==> config.mk <==
export PLATFORM = sky130hd
export DESIGN_NAME = pcileech_rw1c_event_collector
export DESIGN_NICKNAME = d
export VERILOG_FILES = /design/src/rtl/pcileech_rw1c_event_collector.sv
export SDC_FILE = /design/constraint.sdc
export NUM_CORES = 1
export LEC_CHECK = 0
export ABC_AREA = 1
export CAP_MARGIN = 30
export CORE_ASPECT_RATIO = 1.4
export CORE_MARGIN = 5
export CORE_UTILIZATION = 30
export CTS_CLUSTER_DIAMETER = 30
export DETAILED_ROUTE_END_ITERATION = 16
export HOLD_SLACK_MARGIN = 0.1
export SLEW_MARGIN = 5
export SYNTH_ARGS = -nofsm -noshare
export SYNTH_HDL_FRONTEND = slang
export SYNTH_SLANG_ARGS = --single-unit
==> constraint.sdc <==
create_clock -name clk -period 2.36 [get_ports clk]
set_input_delay 0.708 -clock clk [delete_from_list [all_inputs] [get_ports clk]]
set_output_delay 0.708 -clock clk [all_outputs]
set_load 0.02 [all_outputs]
==> src/rtl/pcileech_rw1c_event_collector.sv <==
// Event collector feeding the RW1C status register: captures event pulses, coalesces them
// over a HOLDOFF window and issues one set-update. Optional IRQ: PCILEECH_EVT_COLLECTOR_IRQ_EN.
module pcileech_rw1c_event_collector #(
  parameter int WIDTH   = 32,
  parameter int HOLDOFF = 16,
  parameter int CNT_W   = 16
) (
  input  logic             clk,
  input  logic             rst,
  input  logic [WIDTH-1:0] evt_in,
  input  logic [WIDTH-1:0] evt_enable,
  input  logic [WIDTH-1:0] reg_value,
  input  logic [WIDTH-1:0] lost_clr,
  output logic             hw_set_en,
  output logic [WIDTH-1:0] hw_set_data,
  output logic [WIDTH-1:0] hw_set_mask,
  output logic [WIDTH-1:0] pending,
  output logic [WIDTH-1:0] lost_evt,
  output logic [CNT_W-1:0] upd_count,
  output logic             busy,
  output logic             irq_req,
  input  logic             irq_ack
);

  localparam logic [1:0] ST_IDLE  = 2'd0;
  localparam logic [1:0] ST_HOLD  = 2'd1;
  localparam logic [1:0] ST_ISSUE = 2'd2;

  localparam bit         HAS_HOLD  = (HOLDOFF > 0);
  localparam logic [7:0] HOLD_INIT = HAS_HOLD ? 8'(HOLDOFF - 1) : 8'd0;

  function automatic logic [CNT_W-1:0] sat_inc(input logic [CNT_W-1:0] v);
    return (&v) ? v : v + 1'b1;
  endfunction

  logic [1:0]       state_q, state_d;
  logic [7:0]       timer_q, timer_d;
  logic [WIDTH-1:0] pending_q, pending_d;
  logic [WIDTH-1:0] lost_q, lost_d;
  logic             set_en_q, set_en_d;
  logic [WIDTH-1:0] set_data_q, set_data_d;
  logic [CNT_W-1:0] cnt_q, cnt_d;
  logic             irq_q, irq_d;
  logic [WIDTH-1:0] cap;
  logic [WIDTH-1:0] new_lost;

  always_comb begin
    cap        = evt_in & evt_enable;
    // Events landing on the ISSUE cycle open the next window rather than being lost.
    new_lost   = (state_q == ST_ISSUE) ? '0 : (cap & pending_q);
    lost_d     = (lost_q & ~lost_clr) | new_lost;
    pending_d  = pending_q | cap;
    state_d    = state_q;
    timer_d    = timer_q;
    set_en_d   = 1'b0;
    set_data_d = '0;
    cnt_d      = cnt_q;
    case (state_q)
      ST_IDLE: begin
        if ((pending_q | cap) != '0) begin
          if (HAS_HOLD) begin
            state_d = ST_HOLD;
            timer_d = HOLD_INIT;
          end else begin
            state_d = ST_ISSUE;
          end
        end
      end
      ST_HOLD: begin
        if (timer_q == 8'd0) state_d = ST_ISSUE;
        else                 timer_d = timer_q - 8'd1;
      end
      ST_ISSUE: begin
        set_en_d   = 1'b1;
        set_data_d = pending_q;
        pending_d  = cap;
        cnt_d      = sat_inc(cnt_q);
        state_d    = ST_IDLE;
      end
      default: state_d = ST_IDLE;
    endcase
  end

`ifdef PCILEECH_EVT_COLLECTOR_IRQ_EN
  logic irq_set;
  always_comb begin
    irq_set = (state_q == ST_ISSUE) && ((pending_q & ~reg_value) != '0);
    irq_d   = (irq_q & ~irq_ack) | irq_set;
  end
`else
  logic unused_irq_inputs;
  assign unused_irq_inputs = ^{irq_ack, reg_value};
  assign irq_d = 1'b0;
`endif

  always_ff @(posedge clk) begin
    if (rst) begin
      state_q    <= ST_IDLE;
      timer_q    <= '0;
      pending_q  <= '0;
      lost_q     <= '0;
      set_en_q   <= 1'b0;
      set_data_q <= '0;
      cnt_q      <= '0;
      irq_q      <= 1'b0;
    end else begin
      state_q    <= state_d;
      timer_q    <= timer_d;
      pending_q  <= pending_d;
      lost_q     <= lost_d;
      set_en_q   <= set_en_d;
      set_data_q <= set_data_d;
      cnt_q      <= cnt_d;
      irq_q      <= irq_d;
    end
  end

  assign hw_set_en   = set_en_q;
  assign hw_set_data = set_data_q;
  assign hw_set_mask = set_data_q;
  assign pending     = pending_q;
  assign lost_evt    = lost_q;
  assign upd_count   = cnt_q;
  assign busy        = (state_q != ST_IDLE);
  assign irq_req     = irq_q;

endmodule

==> impl_results.md <==
- Status: finished, final reports clean
- Core area: 17,260 um^2
- Die H: 166.3 um
- CP max FO: 5
- Cts hold-fix bufs: 0
- # rows: 57
- WL met2: 8985 um
- GR Overflow Total: 0
- Critical path endpoint category: output port
- Setup crit start kind: register
- Ys flop type: dfxtp_1
- Placed cells: 1,146
- Relative slew slack: roughly 56%
- DR vias: 5,165
- Maximum clock path buffer count: 2
- EDFF count, synth: 0
- Leak: 3.286 nW
- DRC viols: 0
- Iteration-0 DRC Markers: between 200 and 250
- H-tree depth: 4
- Area of the die: 20,230 um^2
- Largest net degree at the start of global routing: 64
- Starting Density: 30.33%
- Number of global-route vias before repair: 5,086
- Root buf cell: clkbuf_16
- Layout Area Growth over Synthesis: 58.60%
- Clk Latency, worst-skew pair: 0.41 ns
- Avg Cell Area, Syn: 7.394 um^2
- Post-Route M1 WL: 6729 um
- Max Cap Viol: 0
- Largest stage delay, worst path: around 0.65 ns
- Vias per Instance: 4.385
- Sequential share of the synthesized area: 47.04%
- Final setup viols: 0
- CP Cell Sequence: clkdlybuf4s50_1
- CP Buf/Inv Count: 1
- Critical Path AT: 1.52 ns
- CTS buffer count: 17
- Routed WL per cell: 14.49 um
- Synthesized area: ~5200 um^2
- Required @ worst endpoint: 1.65 ns
- Input/output buffers: between 200 and 250
- Final Hold Fails: 0
- Synthesized Nets: 842
- Worst-margin pin slew: 0.6626 ns
- Max VDD drop: 0.3556 mV
- Crit path max-delay family: buffers and inverters
- Non-filler cells, final: 1,178
- Yosys synthesis warning count: 0
- RSZ-0062 raised after global routing: false
- First-pass GRT wire length: 26,740 um
- Routability cong.: 0.8575
- DPL Wire Length: 13,060 um
- Post-route antenna net violation count: 0
- Cells after Synth: 708
- Routed wire length: 17,070 um
- Asr flop ratio synth: 0%
- # Post-CTS Setup Buffers: 0
- Slowest library cell on the worst path: clkdlybuf4s50_1
- Iteration count of the initial detailed-routing pass: 4
- Final Net Count: 1,063
- Final Slew Violations: 0
- Total power: just under 6 mW
- Setup TNS: 0 ns
- Power Density: about 700 nW/um^2
- F_max: 449.3 MHz
- CTS tree: yes
- Setup Crit Path Kind: reg -> out
- Most common cell after layout, fill and taps aside: clkdlybuf4s50_1
- Hold slack: 0.4599 ns
- Synth unique cells: 33
- Share of layout cells above drive strength 1: 7.325%
- IO Pins: between 200 and 300
- Total GRT Usage: 16.77%
- Synth Register Bits: 123
- Fin crit share: between 90% and 100%
- Commonest non-fill, non-tap cells in the layout: clkdlybuf4s50_1 (241), nand2_1 (176), dfxtp_1 (123)
- Initial antenna violation count: 0
- Top Layer Used: met4
- Post-CTS sizing: 1
- Reg clk slew, reported paths: 0.06 ns
- WL met3: 1062 um
- # diodes: 0
- Clock skew: 0.007955 ns
- CTS sink cnt: around 120
- Fillcell total: 1,759
- HP Class: reg -> reg
- Min Tclk post-route: between 2 and 2.5 ns
- Die Wd: 121.6 um
-- synth_stat cells (all sizes together) (3+ instances only) --
cell,number,area (um^2)
xnor2,5,43.79
xor2,3,26.28
ha,3,37.54
nor2,89,351.6
nand2,180,695.7
nand4,37,237.7
nand3,22,115.1
o21ai,10,53.80
dfxtp,123,2462
nor3,7,66.32
a21oi,77,392.9
clkbuf,9,33.78
buf,45,320.3
inv,92,345.3
-- cell families (layout without fill, tap and decap cells) --
group	after synthesis	after routing	share of synthesized area (%)
and+or+nand+nor	338	338	28.42
buffers and inverters	146	380	13.36
DFF	123	123	47.04
AOI/OAI and AO/OA	89	89	9.058
xor gates and xnor gates	8	8	1.338
adders and majority gates	3	3	0.7171
other	1	1	0.07163
-- where the power goes --
part | internal [mW] | switching, mW | leakage [nW]
Clock | 1.63 | 0.944 | 0.274
Sequential | 2.19 | 0.112 | 1.00
Combinational | 0.456 | 0.545 | 2.01
Total | 4.28 | 1.60 | 3.29
-- worst paths after layout --
| path | startpoint | endpoint | slack [ns] | cells after the start |
|---|---|---|---|---|
| worst max-delay path | pending[23] | pending[23] | 0.13 | 1 |
| worst min register to register | lost_evt[15] | lost_evt[15] | 0.46 | 2 |
| worst min-delay path | lost_evt[15] | lost_evt[15] | 0.46 | 2 |
| worst max register to register | upd_count[0] | upd_count[10] | 0.52 | 9 |
-- layer usage --
layer | up-vias | global-route usage, %
met5 | - | 0
met4 | 0 | 5.607
met3 | 20 | 4.463
met2 | 158 | 30.69
met1 | 2341 | 18.43
li1 | 2646 | -
-- state kept, by name, indices dropped and copies added, names as in the netlist --
| name | flops |
|---|---|
| pending | 32 |
| lost_evt | 32 |
| state_q | 2 |
| hw_set_data | 32 |
| hw_set_en | 1 |
| upd_count | 16 |
| timer_q | 8 |
-- area by class of cell --
class | instances | area, um^2 | share of cell area [%]
Clock buffer | 22 | 474.2 | 5.711
Clock inverter | 10 | 116.4 | 1.401
Inverter | 92 | 345.3 | 4.159
Multi-Input combinational cell | 439 | 2073 | 24.97
Sequential cell | 123 | 2462 | 29.66
Tap cell | 236 | 295.3 | 3.556
Timing Repair Buffer | 256 | 2536 | 30.55
-- metrics by stage --
step                      instance area [um^2]  util, %  worst slack, ns
after floorplan                           5235        -           0.7333
after global routing                      8303    48.11          0.07624
after CTS                                 8303    48.11           0.1137
after detailed placement                  7714    44.69         -0.02124
after global placement                    7714    44.69          0.01915
final                                     8303    48.11           0.1342
No activity file was read; power rests on OpenSTA's default activity.
